### config.mk
export PLATFORM = sky130hd
export DESIGN_NAME = hazard_ctrl
export DESIGN_NICKNAME = d
export VERILOG_FILES = /design/src/rtl/hazard_ctrl.sv
export SDC_FILE = /design/constraint.sdc
export NUM_CORES = 1
export LEC_CHECK = 0
export CORE_MARGIN = 2
export CORE_UTILIZATION = 50
export CTS_CLUSTER_DIAMETER = 60
export CTS_CLUSTER_SIZE = 14
export DETAILED_ROUTE_END_ITERATION = 10
export DONT_BUFFER_PORTS = 1
export SYNTH_ARGS = -nofsm -noshare
export SYNTH_HDL_FRONTEND = slang
export SYNTH_SLANG_ARGS = --single-unit
### constraint.sdc
create_clock -name clk -period 1.7 [get_ports clk]
set_input_delay 0.085 -clock clk [delete_from_list [all_inputs] [get_ports clk]]
set_output_delay 0.085 -clock clk [all_outputs]
set_load 0.1 [all_outputs]
### src/rtl/hazard_ctrl.sv
// hazard_ctrl: decode-stage sequencing controller (load-use stall,
// execute hold, redirect flush) driven by one priority FSM.
// Ports: clk, rst_n (async, active-low); id_* incoming decode fields;
//   de_* decode-register instruction; ex_busy, br_taken, br_target from
//   execute; stall_fetch, stall_de, bubble_de, redirect_valid,
//   redirect_pc, state outputs (Mealy, forced 0 while rst_n low).
// Optional: define HAZARD_STATS_EN to add saturating stall_cycles and
//   flush_cycles counters.
module hazard_ctrl #(
    parameter int unsigned LOAD_LAT     = 1,
    parameter int unsigned FLUSH_CYCLES = 2
) (
    input  logic        clk,
    input  logic        rst_n,
    input  logic        id_valid,
    input  logic [4:0]  id_rs1,
    input  logic [4:0]  id_rs2,
    input  logic        id_uses_rs1,
    input  logic        id_uses_rs2,
    input  logic        de_valid,
    input  logic [4:0]  de_rd,
    input  logic        de_is_load,
    input  logic        ex_busy,
    input  logic        br_taken,
    input  logic [31:0] br_target,
    output logic        stall_fetch,
    output logic        stall_de,
    output logic        bubble_de,
    output logic        redirect_valid,
    output logic [31:0] redirect_pc,
`ifdef HAZARD_STATS_EN
    output logic [31:0] stall_cycles,
    output logic [31:0] flush_cycles,
`endif
    output logic [1:0]  state
);

    typedef enum logic [1:0] {
        RUN      = 2'd0,
        LU_STALL = 2'd1,
        FLUSH    = 2'd2,
        EX_WAIT  = 2'd3
    } state_t;

    // The detection cycle is the first stall cycle, so LU_STALL only
    // covers the remaining LOAD_LAT-1 cycles (none when LOAD_LAT==1).
    localparam logic [2:0] LU_INIT = 3'((LOAD_LAT >= 2) ? LOAD_LAT - 2 : 0);
    localparam logic [2:0] FL_INIT = 3'(FLUSH_CYCLES - 1);
    localparam logic       LU_MULTI = (LOAD_LAT >= 2);

    state_t      state_q, state_d;
    logic [2:0]  cnt_q, cnt_d;
    logic        lu;
    logic        sf, sd, bd, rv;
    logic [31:0] rpc;

    assign lu = de_valid & de_is_load & (de_rd != 5'd0) & id_valid &
                ((id_uses_rs1 & (id_rs1 == de_rd)) |
                 (id_uses_rs2 & (id_rs2 == de_rd)));

    always_ff @(posedge clk or negedge rst_n) begin
        if (!rst_n) begin
            state_q <= RUN;
            cnt_q   <= 3'd0;
        end else begin
            state_q <= state_d;
            cnt_q   <= cnt_d;
        end
    end

    always_comb begin
        state_d = state_q;
        cnt_d   = cnt_q;
        sf      = 1'b0;
        sd      = 1'b0;
        bd      = 1'b0;
        rv      = 1'b0;
        rpc     = 32'd0;
        if (br_taken) begin
            rv      = 1'b1;
            rpc     = br_target;
            bd      = 1'b1;
            state_d = FLUSH;
            cnt_d   = FL_INIT;
        end else if (ex_busy) begin
            // hold in place; any load-use countdown is dropped
            sf      = 1'b1;
            sd      = 1'b1;
            state_d = EX_WAIT;
            cnt_d   = 3'd0;
        end else begin
            unique case (state_q)
                LU_STALL: begin
                    sf = 1'b1;
                    sd = 1'b1;
                    bd = 1'b1;
                    if (cnt_q == 3'd0) state_d = RUN;
                    else               cnt_d   = cnt_q - 3'd1;
                end
                FLUSH: begin
                    bd = 1'b1;
                    if (cnt_q == 3'd0) state_d = RUN;
                    else               cnt_d   = cnt_q - 3'd1;
                end
                default: begin
                    // RUN, and EX_WAIT once execute releases
                    state_d = RUN;
                    if (lu) begin
                        sf = 1'b1;
                        sd = 1'b1;
                        bd = 1'b1;
                        if (LU_MULTI) begin
                            state_d = LU_STALL;
                            cnt_d   = LU_INIT;
                        end
                    end
                end
            endcase
        end
    end

    assign stall_fetch    = rst_n & sf;
    assign stall_de       = rst_n & sd;
    assign bubble_de      = rst_n & bd;
    assign redirect_valid = rst_n & rv;
    assign redirect_pc    = rst_n ? rpc : 32'd0;
    assign state          = state_q;

`ifdef HAZARD_STATS_EN
    logic [31:0] stall_cnt_q, flush_cnt_q;

    always_ff @(posedge clk or negedge rst_n) begin
        if (!rst_n) begin
            stall_cnt_q <= 32'd0;
            flush_cnt_q <= 32'd0;
        end else begin
            if (stall_de && (stall_cnt_q != 32'hFFFF_FFFF))
                stall_cnt_q <= stall_cnt_q + 32'd1;
            if (bubble_de && !stall_de && (flush_cnt_q != 32'hFFFF_FFFF))
                flush_cnt_q <= flush_cnt_q + 32'd1;
        end
    end

    assign stall_cycles = stall_cnt_q;
    assign flush_cycles = flush_cnt_q;
`endif

endmodule
; Yosys cells after proc, flatten, opt, wreduce, memory -nomap -nowiden
; Cells that the tools add are included.
[op_classes]
n_addsub = 1
mul = 0
div_mod_pow = 0
n_lt_le_gt_ge = 0
n_eq_ne = 6
shift = 0
muxes = 18
bitwise = 10
n_reduce_logical = 5
[op_table]
columns = operator, n
row1 = 32-bit two-way mux, 2
row2 = 3-bit two-way mux, 4
row3 = 5-bit == test, 2
row4 = 1-bit AND, 9
row5 = 2-bit two-way mux, 4
row6 = 1-bit two-way mux, 7
row7 = 5-bit nonzero test, 1
row8 = "4-bit by 1-bit != test with 1-bit output, second input constant", 1
row9 = 3-bit zero test, 1
row10 = "3-bit != test, second input constant", 1
row11 = 3-bit nonzero test, 1
row12 = "3-bit by 1-bit subtractor with 3-bit output, second input constant", 1
row13 = "2-bit by 1-bit == test with 1-bit output, second input constant", 1
row14 = "2-bit == test, second input constant", 1
row15 = 1-bit one-hot mux with 2 select lines, 1
row16 = 2-bit AND reduction, 1
row17 = 2-bit OR reduction, 1
row18 = 1-bit OR, 1
[totals]
register_bits = 5
latch_bits = 0
ram_bits = 0
mem_bits_ro = 0
wordCells = 42
memories = 0

; Depth between registers and ports, before layout
; Gate-level depths: netlist of run 1.
[depth]
depth_word = 9
mapped_depth = 6
ltp_nobuf = 5

; Worst setup path before layout of run 1
; Ideal clock, no wire load.
[synth_path]
path_kind = register -> output
from = register state_q[1] (netlist: state[1])
to = output port stall_fetch
t_arrival_ns = 3.340
t_required_ns = 1.615
setup_slack_ns = -1.725
stages_incl_launch_ff = 6
path_buffers = 1
path_cell_list = dfrtp_1 inv_1 ha_1 nand3_1 o21ai_1 buf_4
[synth_via]
elab_chain_len = 5
[synth_lines]
columns = item, line_no
row1 = from (decl), 51  ; state_t state_q, state_d;
row2 = from (signal assigned), 66  ; state_q <= state_d;
row3 = 2-bit == test or 2-bit by 1-bit == test with 1-bit output (tied branches), -
row4 = 1-bit one-hot mux with 2 select lines *, -
row5 = 1-bit two-way mux * (2 in a row), -
row6 = 1-bit AND *, -
row7 = to (decl), 26  ; output logic stall_fetch,
; Mark *: on every way between the ends. The rest lies on a longest branch, timed or not.

; Final worst setup path of run 1
[layout_path]
from = register state_q[0] (netlist: state[0])
to = output port stall_fetch
; The elaborated chain is that of the path after synthesis.

==> results of run 1 <==
per-stage QoR:
stage	hold slack (ps)	setup slack, ps	instance area, µm²
5_1_grt	136.2	9.777	1081
3_5_place_dp	-210.2	189.2	1018
6_report	132.5	45.84	1081
4_1_cts	129.4	4.807	1075
2_1_floorplan	-210.6	-309.9	743.2
3_3_place_gp	-210.2	233.7	1018
timing repair:
action	in CTS	in global routing
endpoints found under the setup margin	2	2
hold endpoints to repair	10	0
hold buffers	3	0
gates resized for setup	1	2
cells by family after synthesis:
kind of cell	after synthesis	synth area share, %
buffers and inverters	12	7.079
adder cells (fa/ha/maj)	3	5.445
AND/OR/NAND/NOR	48	43.19
AO/OA/AOI/OAI	11	10.71
XOR/XNOR	11	13.98
multiplexers	1	1.452
flip-flops	5	18.15
synth_stat cells:
| master | instances | share of area [%] |
|---|---|---|
| a211oi_1 | 1 | 1.1 |
| nor4_2 | 1 | 1.8 |
| o21ai_0 | 1 | 0.73 |
| ha_1 | 3 | 5.4 |
| a21o_1 | 1 | 1.1 |
| nor3_1 | 1 | 0.73 |
| a211o_1 | 1 | 1.3 |
| nand3_1 | 3 | 2.2 |
| and2_0 | 1 | 0.91 |
| xnor2_1 | 3 | 3.8 |
| dfrtp_1 | 5 | 18 |
| nor4_1 | 1 | 0.91 |
| and3_1 | 32 | 29 |
| o21bai_1 | 1 | 1.1 |
| a21oi_2 | 1 | 1.3 |
| nor2b_1 | 2 | 1.8 |
| buf_4 | 1 | 1.1 |
| o21ai_1 | 2 | 1.5 |
| nor3b_1 | 2 | 2.2 |
| a32oi_1 | 1 | 1.3 |
| nor2_1 | 3 | 1.6 |
| and2_1 | 1 | 0.91 |
| a21oi_1 | 2 | 1.5 |
| inv_1 | 4 | 2.2 |
| nand3b_1 | 1 | 1.1 |
| xor2_1 | 8 | 10 |
| clkbuf_1 | 7 | 3.8 |
| mux2i_1 | 1 | 1.5 |
worst reg2reg max path, cell delays in order (launching register included):
cell	delay [ps]
dfrtp_4	480
ha_4	270
a21oi_2	270
mux2i_1	210
nor3b_1	170
sequential cells by signal, summed over array words and instances, names as in the netlist:
| register | flops |
|---|---|
| cnt_q | 3 |
| state | 2 |
cell usage in the layout, fill, tap and decap left out, types with 2 or more instances in the layout:
cell type and n:
clkbuf_4 3, xor2_1 8, dfrtp_4 2, inv_1 3, and3_1 32, nor3b_1 2
buf_4 35, nor2_1 3, a21oi_1 2, dlygate4sd3_1 3, dfrtp_1 3, nand3_1 2
xnor2_1 3, o21ai_2 2, buf_12 2, ha_1 2
layer usage:
metal  share of wire, %  vias up  global-route usage, %  routed length [µm]
met2                 51       47                  39.06                1115
li1                   -      394                      -                   -
met3                8.4        2                  7.065                 183
met5                  0        -                      0                   0
met4               0.73        0                  7.258                  16
met1                 40      351                  29.74                 866
final cells by class:
| cell class | instances | area, µm² | share of cell area, % |
|---|---|---|---|
| Sequential cell | 5 | 132.6 | 12.27 |
| Clock buffer | 4 | 26.28 | 2.431 |
| Multi-Input combinational cell | 74 | 555.5 | 51.39 |
| Inverter | 4 | 15.01 | 1.389 |
| Timing Repair Buffer | 40 | 332.8 | 30.79 |
| Tap cell | 15 | 18.77 | 1.736 |
final timing paths:
path,from,end,slack (ps)
setup / recovery,state[0],stall_fetch,50
hold / removal,rst_n,state[0],130
setup reg to reg,state[0],cnt_q[1],210
hold reg to reg,cnt_q[2],cnt_q[2],570
max in group asynchronous,rst_n,state[1],1350
min in group clk,rst_n,bubble_de,480
where the power goes:
group,leakage [nW],internal (mW),switching (mW)
clock network,0.0150,0.0890,0.0535
logic,0.523,0.130,0.374
registers,0.0595,0.132,0.00646
total,0.597,0.351,0.434
==> flow_metrics.env, run 1 <==
export IMPL_coreArea_mm2=0.001301
export IMPL_rows=13
export IMPL_insertion_delay_ps=250
export IMPL_grt_first_pass_wirelength_um=2587
export IMPL_dieArea_mm2=0.001692
export IMPL_io_buffers=0
export IMPL_setup_violations=0
export IMPL_crit_family="flip-flops"
export IMPL_relSlewSlack_pct=72.36
export IMPL_grt_max_degree=38
export IMPL_grt_usage_pct=23.83
export IMPL_final_nets=187
export IMPL_fmax_mhz=604.5
export IMPL_power_density_mw_per_mm2=726.3
export IMPL_hp_class="in2async"
export IMPL_antennaDiodeCount=0
export IMPL_path_depth=5
export IMPL_clk_pin_slew_ps=50
export IMPL_ys_seq_elements=5
export IMPL_avgSynthCellArea_um2=7.576
export IMPL_syn_nets=150
export IMPL_max_stage_delay_ps=480
export IMPL_hold_violations=0
export IMPL_fin_skew_ps=3.205
export IMPL_drc=0
export IMPL_finalCritPeriodShare_pct=97.30
export IMPL_grt_pass1_vias=627
export IMPL_reg2reg_depth=4
export IMPL_dp_hpwl_um=1695
export IMPL_cp_arrival_ps=1570
export IMPL_final_max_slew_viol_count=0
export IMPL_cts_inserted_buffers=3
export IMPL_grt_antenna_before_repair=0
export IMPL_leakage_nw=0.5974
export IMPL_worstSetupStartpointType="flip-flop"
export IMPL_synth_warnings=0
export IMPL_cp_slowest_cell="dfrtp_4"
export IMPL_endpoint_kind="primary output"
export IMPL_die_x_um=41.13
export IMPL_fillers=97
export IMPL_critPathRequiredTime_ps=1620
export IMPL_worstPathCellList="ha_4 > nor2b_2 > o21ai_2 > o21ai_4 > buf_12"
export IMPL_cts_tree="yes"
export IMPL_first_iter_violations=7
export IMPL_path_buf_inv=1
export IMPL_post_cts_buffers=0
export IMPL_fin_cells=142
export IMPL_layout_min_cycle_time_ps=1654
export IMPL_final_core_util_pct=83.08
export IMPL_area_growth_pct=56.81
export IMPL_fin_setup_tns_ps=0
export IMPL_report_power_total_mw=0.7851
export IMPL_yosysSeqAreaShare_pct=18.15
export IMPL_rsz0062_at_grt="false"
export IMPL_postRouteAntennaNets=0
export IMPL_finalWeightedCongestion=0.6689
export IMPL_syn_area_um2=689.4
export IMPL_status="complete, no violations"
export IMPL_start_util_pct=52.98
export IMPL_io_pins=94
export IMPL_cts_path_max_buffers=2
export IMPL_synth_cell_type_count=28
export IMPL_layout_drive_gt1_share_pct=40.94
export IMPL_maxCapViolCount=0
export IMPL_h_tree_depth=1
export IMPL_overflow=0
export IMPL_crit_fanout=4
export IMPL_wl_um=2183
export IMPL_tightest_slew_ps=414.6
export IMPL_ir_worst_vdd_mv=0.5223
export IMPL_drtPass1Iterations=4
export IMPL_cts_sinks=5
export IMPL_die_y_um=41.13
export IMPL_viasPerCell=5.592
export IMPL_placed_cells=135
export IMPL_num_vias=794
export IMPL_cts_root_buf="clkbuf_4"
export IMPL_postSynthCellCount=91
export IMPL_routedWlPerCell_um=15.37
export IMPL_worst_setup_path_type="reg2out"
(Power assumes the default switching activity.)
==> run 2, diff against run 1 <==
- ABC_AREA: unset -> 1
- MAX_ROUTING_LAYER: unset -> met4
- PLACE_DENSITY: unset -> 0.68
==> run 2 against run 1 <==
Effect of this change:
- worst setup slack got worse by 2.5 ps
- combinational power rose by 5.1%
- cell count rose by 56%
- sequential power barely moved
- area after synthesis rose by 14%
- critical path depth rose by 2
- utilization rose by 1.7 points
- critical path type unchanged
- critical endpoint unchanged
==> flow_metrics.env, run 2 <==
export IMPL_ir_worst_vdd_mv=0.5723
export IMPL_finalCritPeriodShare_pct=97.45
export IMPL_clk_pin_slew_ps=40
export IMPL_critPathRequiredTime_ps=1620
export IMPL_fillers=95
export IMPL_start_util_pct=52.77
export IMPL_tightest_slew_ps=493.1
export IMPL_synth_top_area_cell="inv_1"
export IMPL_wl_um=2583
export IMPL_layout_min_cycle_time_ps=1657
export IMPL_io_pins=94
export IMPL_highest_layer="met4"
export IMPL_cts_root_buf="clkbuf_4"
export IMPL_antennaDiodeCount=0
export IMPL_rows=14
export IMPL_ys_top_cells_by_area="inv_1 (25%), nor2_1 (20%), nand2_1 (18%)"
export IMPL_drc=0
export IMPL_final_common_cell="inv_1"
export IMPL_endpoint_kind="primary output"
export IMPL_synth_xor_area_share_pct=0
export IMPL_maxCapViolCount=0
export IMPL_synth_cell_type_count=15
export IMPL_insertion_delay_ps=240
export IMPL_yosys_area_share_simple_pct=42.04
export IMPL_dieArea_mm2=0.001904
export IMPL_postSynthCellCount=165
export IMPL_synth_compound_area_share_pct=7.643
export IMPL_met3_wirelength_um=203
export IMPL_yosys_top_cells_count="inv_1 (53), nor2_1 (42), nand2_1 (38)"
export IMPL_routedWlPerCell_um=11.64
export IMPL_synth_fa_ha_area_share_pct=4.777
export IMPL_postRouteAntennaNets=0
export IMPL_syn_area_um2=785.8
export IMPL_die_x_um=43.64
export IMPL_fin_skew_ps=2.252
export IMPL_crit_fanout=3
export IMPL_cts_path_max_buffers=2
export IMPL_grt_first_pass_wirelength_um=4022
export IMPL_grt_max_degree=35
export IMPL_first_iter_violations=8
export IMPL_leakage_nw=0.8074
export IMPL_finalWeightedCongestion=0.8074
export IMPL_die_y_um=43.64
export IMPL_worst_setup_path_type="reg2out"
export IMPL_layout_drive_gt1_share_pct=41.75
export IMPL_seq_area_um2=132.6
export IMPL_mostFrequentLayoutCells="inv_1 (50), buf_4 (37), nand2_1 (36), nor2_2 (32), nor2_1 (10)"
export IMPL_syn_nets=224
export IMPL_overflow=0
export IMPL_cts_tree="yes"
export IMPL_power_density_mw_per_mm2=638.3
export IMPL_num_vias=1037
export IMPL_ys_seq_elements=5
export IMPL_met1_length_um=860
export IMPL_hold_violations=0
export IMPL_regMostFlops="cnt_q"
export IMPL_cts_inserted_buffers=3
export IMPL_largest_reg_flops=3
export IMPL_synth_top_cell_area_share_pct=25.32
export IMPL_synth_edf_count=0
export IMPL_fin_setup_tns_ps=0
export IMPL_dp_hpwl_um=2194
export IMPL_viasPerCell=4.671
export IMPL_avgSynthCellArea_um2=4.762
export IMPL_worstSetupStartpointType="flip-flop"
export IMPL_met2_length_um=1479
export IMPL_hp_class="in2reg"
export IMPL_h_tree_depth=1
export IMPL_synth_most_common_cell="inv_1"
export IMPL_io_buffers=0
export IMPL_drtPass1Iterations=4
export IMPL_grt_pass1_vias=974
export IMPL_cp_arrival_ps=1570
export IMPL_yosysSeqAreaShare_pct=15.92
export IMPL_grt_antenna_before_repair=0
export IMPL_cts_sinks=5
export IMPL_setup_violations=0
export IMPL_synth_warnings=0
export IMPL_synth_mux_area_share_pct=0
export IMPL_ys_async_sr_fraction_pct=100.0
export IMPL_final_max_slew_viol_count=0
export IMPL_status="complete, no violations"
export IMPL_final_nets=266
export IMPL_synth_top_family_by_area="simple AND/OR/NAND/NOR gates"
export IMPL_coreArea_mm2=0.001489
export IMPL_synth_ff_type="dfrtp_1"
export IMPL_fmax_mhz=603.6
export IMPL_grt_usage_pct=28.36
export IMPL_area_growth_pct=60.67
export IMPL_report_power_total_mw=0.8058
export IMPL_multi_input_area_um2=529.3
export IMPL_relSlewSlack_pct=67.13
## run 2: cell count changes after synthesis, sizes merged, moves of 7 or more
cell,delta
xor2,-8
nand2,+38
inv,+52
and3,-32
nor2,+39
clkbuf,-7
## run 2: final cells by class
type	count	area share [%]
timing repair buffer	41	26.76
multi-input combinational	100	41.92
tap	16	1.586
sequential	5	10.51
clock buffer	4	2.081
inverter	56	17.15
## run 2: logic make-up after synthesis
logic type,Yosys count
flops,5
simple gates,86
buf+inv,60
compound gates,11
fa+ha+maj,3
## run 2: through the flow
| stage | instances | util, % | setup slack, ps | hold slack (ps) | instance area, µm² |
|---|---|---|---|---|---|
| after floorplan | 165 | - | -349.4 | -210.6 | 900.9 |
| after global placement | 215 | 81.01 | 276.3 | -210.4 | 1206 |
| after detailed placement | 215 | 81.01 | 158.1 | -210.4 | 1206 |
| after CTS | 221 | 84.12 | 39.13 | 4.612 | 1252 |
| after global routing | 222 | 84.79 | -15.72 | 23.09 | 1262 |
| final | 222 | 84.79 | 43.33 | 0.8521 | 1262 |
## run 2: routing by layer
metal	vias to the layer above	GRT usage, %
li1	540	-
met4	0	6.667
met3	5	5.417
met5	-	-
met1	442	27.13
met2	50	56.47
## run 2: timing repair
action / 4_1_cts / 5_1_grt
gates resized for setup: 0 / 1
hold endpoints to repair: 8 / 0
hold buffers: 2 / 0
setup buffers: 0 / 1
setup endpoints to repair: 0 / 2
## run 2: critical path, cell delays in order, from the launching register on
cell	delay [ps]
dfrtp_4	490
ha_4	280
inv_2	30
nand2_1	50
nand3_1	80
nand2_2	80
clkinvlp_4	90
buf_12	200
## run 2: worst paths after layout
path	slack [ps]	start	cells after the start	endpoint
worst max register to register	130	state[0]	5	cnt_q[2]
min in group asynchronous	140	rst_n	1	cnt_q[0]
worst min register to register	550	cnt_q[1]	2	cnt_q[1]
worst min-delay path	0.9	ex_busy	2	state[1]
worst max-delay path	40	state[0]	7	stall_fetch
max in group asynchronous	1330	rst_n	1	state[0]
## run 2: power breakdown
| group | total (mW) | internal [mW] | switching (mW) |
|---|---|---|---|
| registers | 0.135 | 0.130 | 0.00516 |
| logic | 0.531 | 0.118 | 0.413 |
| clock network | 0.140 | 0.0889 | 0.0512 |
| total | 0.806 | 0.337 | 0.469 |
==> run 3, diff against run 2 <==
- ABC_AREA: 1 -> unset
- SKIP_CTS_REPAIR_TIMING: unset -> 1
==> run 3 against run 2 <==
Effect of this change:
- critical endpoint unchanged
- largest power group unchanged
- cell count shrank 36%
- die area decreased by 11%
- critical path depth decreased by 1
- cell area shrank 13%
- clock skew is essentially flat
- maximum frequency shrank 0.32%
- non-clock buffer count shrank 1
==> flow_metrics.env, run 3 (synthesized netlist as in run 1, its figures left out) <==
export IMPL_p_seq_share_pct=17.5
export IMPL_io_buffers=0
export IMPL_switching_share_pct=55.67
export IMPL_layout_min_cycle_time_ps=1662
export IMPL_mostFrequentLayoutCells="buf_4 (35), and3_1 (32), xor2_1 (8)"
export IMPL_dieArea_mm2=0.001692
export IMPL_area_growth_pct=58.62
export IMPL_wl_um=2363
export IMPL_clk_pin_slew_ps=50
export IMPL_fmax_mhz=601.7
export IMPL_routedWlPerCell_um=16.64
export IMPL_dp_slack_ps=149.6
export IMPL_cts_root_buf="clkbuf_4"
export IMPL_cp_arrival_ps=1580
export IMPL_max_stage_delay_ps=490
export IMPL_insertion_delay_ps=250
export IMPL_regMostFlops="cnt_q"
export IMPL_endpoint_kind="primary output"
export IMPL_final_max_slew_viol_count=0
export IMPL_grt_max_degree=42
export IMPL_overflow=0
export IMPL_antennaDiodeCount=0
export IMPL_dp_hpwl_um=1756
export IMPL_finalCritPeriodShare_pct=97.77
export IMPL_postRouteAntennaNets=0
export IMPL_die_x_um=41.13
export IMPL_num_vias=825
export IMPL_rows=13
export IMPL_grt_antenna_before_repair=0
export IMPL_final_nets=187
export IMPL_relSlewSlack_pct=70.87
export IMPL_internal_power_mw=0.3535
export IMPL_viasPerCell=5.810
export IMPL_first_iter_violations=7
export IMPL_clkPwrFrac_pct=18.3
export IMPL_hold_violations=0
export IMPL_layout_drive_gt1_share_pct=41.73
export IMPL_critPathRequiredTime_ps=1620
export IMPL_fillers=82
export IMPL_cp_slowest_cell="dfrtp_4"
export IMPL_crit_fanout=4
export IMPL_die_y_um=41.13
export IMPL_fin_skew_ps=2.695
export IMPL_layout_setup_ws_ps=37.99
export IMPL_maxCapViolCount=0
export IMPL_h_tree_depth=1
export IMPL_worst_setup_path_type="reg2out"
export IMPL_cts_tree="yes"
export IMPL_grt_usage_pct=23.20
export IMPL_leakage_nw=0.5996
export IMPL_report_power_total_mw=0.7973
export IMPL_final_common_cell="buf_4"
export IMPL_drtPass1Iterations=4
export IMPL_grt_first_pass_wirelength_um=2456
export IMPL_hp_class="in2async"
export IMPL_io_pins=94
export IMPL_largest_reg_flops=3
export IMPL_start_util_pct=52.98
export IMPL_cts_path_max_buffers=2
export IMPL_power_density_mw_per_mm2=729.1
export IMPL_cts_inserted_buffers=3
export IMPL_drc=0
export IMPL_combPwrFrac_pct=64.3
export IMPL_grt_pass1_vias=580
export IMPL_worstSetupStartpointType="flip-flop"
export IMPL_ir_worst_vdd_mv=0.4419
export IMPL_worstPathCellList="inv_4 > ha_4 > nor2b_4 > o21ai_2 > o21ai_4 > buf_12"
export IMPL_cts_sinks=5
export IMPL_tightest_slew_ps=436.9
export IMPL_coreArea_mm2=0.001301
export IMPL_setup_violations=0
export IMPL_finalWeightedCongestion=0.6996
export IMPL_status="complete, no violations"
export IMPL_p_sw_mw=0.4439
run 3: critical path, delay by kind of cell (launching register included):
kind,cells,cell delay (ps)
flip-flops,1,490
AND/OR/NAND/NOR,1,120
AO/OA/AOI/OAI,2,150
buffers and inverters,2,340
adder cells (fa/ha/maj),1,220
run 3: path summary, 6_finish.rpt:
path / startpoint / end / slack, ps / cells past startpoint
max in group asynchronous: rst_n / state[1] / 1330 / 1
min reg2reg: cnt_q[0] / cnt_q[0] / 570 / 2
max reg2reg: state[1] / cnt_q[1] / 160 / 5
max: state[1] / stall_fetch / 40 / 6
min: rst_n / state[0] / 140 / 1
min in group clk: rst_n / bubble_de / 480 / 3
run 3: final cells by class:
type / count / area, µm² / area share, %
clock buffer: 4 / 26.28 / 2.403
timing repair buffer: 40 / 332.8 / 30.43
tap: 15 / 18.77 / 1.716
multi-input combinational: 74 / 565.5 / 51.72
inverter: 4 / 17.52 / 1.602
sequential: 5 / 132.6 / 12.13
run 3: power by group through the flow:
| stage | sequential (mW) | combinational [mW] | clock [mW] |
|---|---|---|---|
| floorplan | 0.168 | 0.394 | 0 |
| global placement | 0.139 | 0.485 | 0 |
| finish | 0.139 | 0.512 | 0.146 |
| global route | 0.140 | 0.532 | 0.155 |
| CTS | 0.138 | 0.493 | 0.148 |
| detailed placement | 0.140 | 0.492 | 0 |
run 3: per-layer routing:
metal	up-vias	global-route usage, %	routed length [µm]	part of all wire, %
li1	396	-	-	-
met3	5	3.804	209	8.8
met2	58	41.02	1269	54
met4	0	14.52	42	1.8
met5	-	-	0	0
met1	366	23.47	841	36
run 3: per-stage QoR:
| stage | util [%] | cells | hold slack, ps | area (µm²) | TNS (ps) |
|---|---|---|---|---|---|
| 3_3_place_gp | 78.27 | 135 | -210.1 | 1018 | 0 |
| 5_1_grt | 84.04 | 142 | 144.1 | 1094 | -20.79 |
| 2_1_floorplan | - | 91 | -210.6 | 743.2 | -360.6 |
| 4_1_cts | 80.29 | 139 | -475.7 | 1045 | -242.9 |
| 6_report | 84.04 | 142 | 137.2 | 1094 | 0 |
| 3_5_place_dp | 78.27 | 135 | -210.1 | 1018 | 0 |
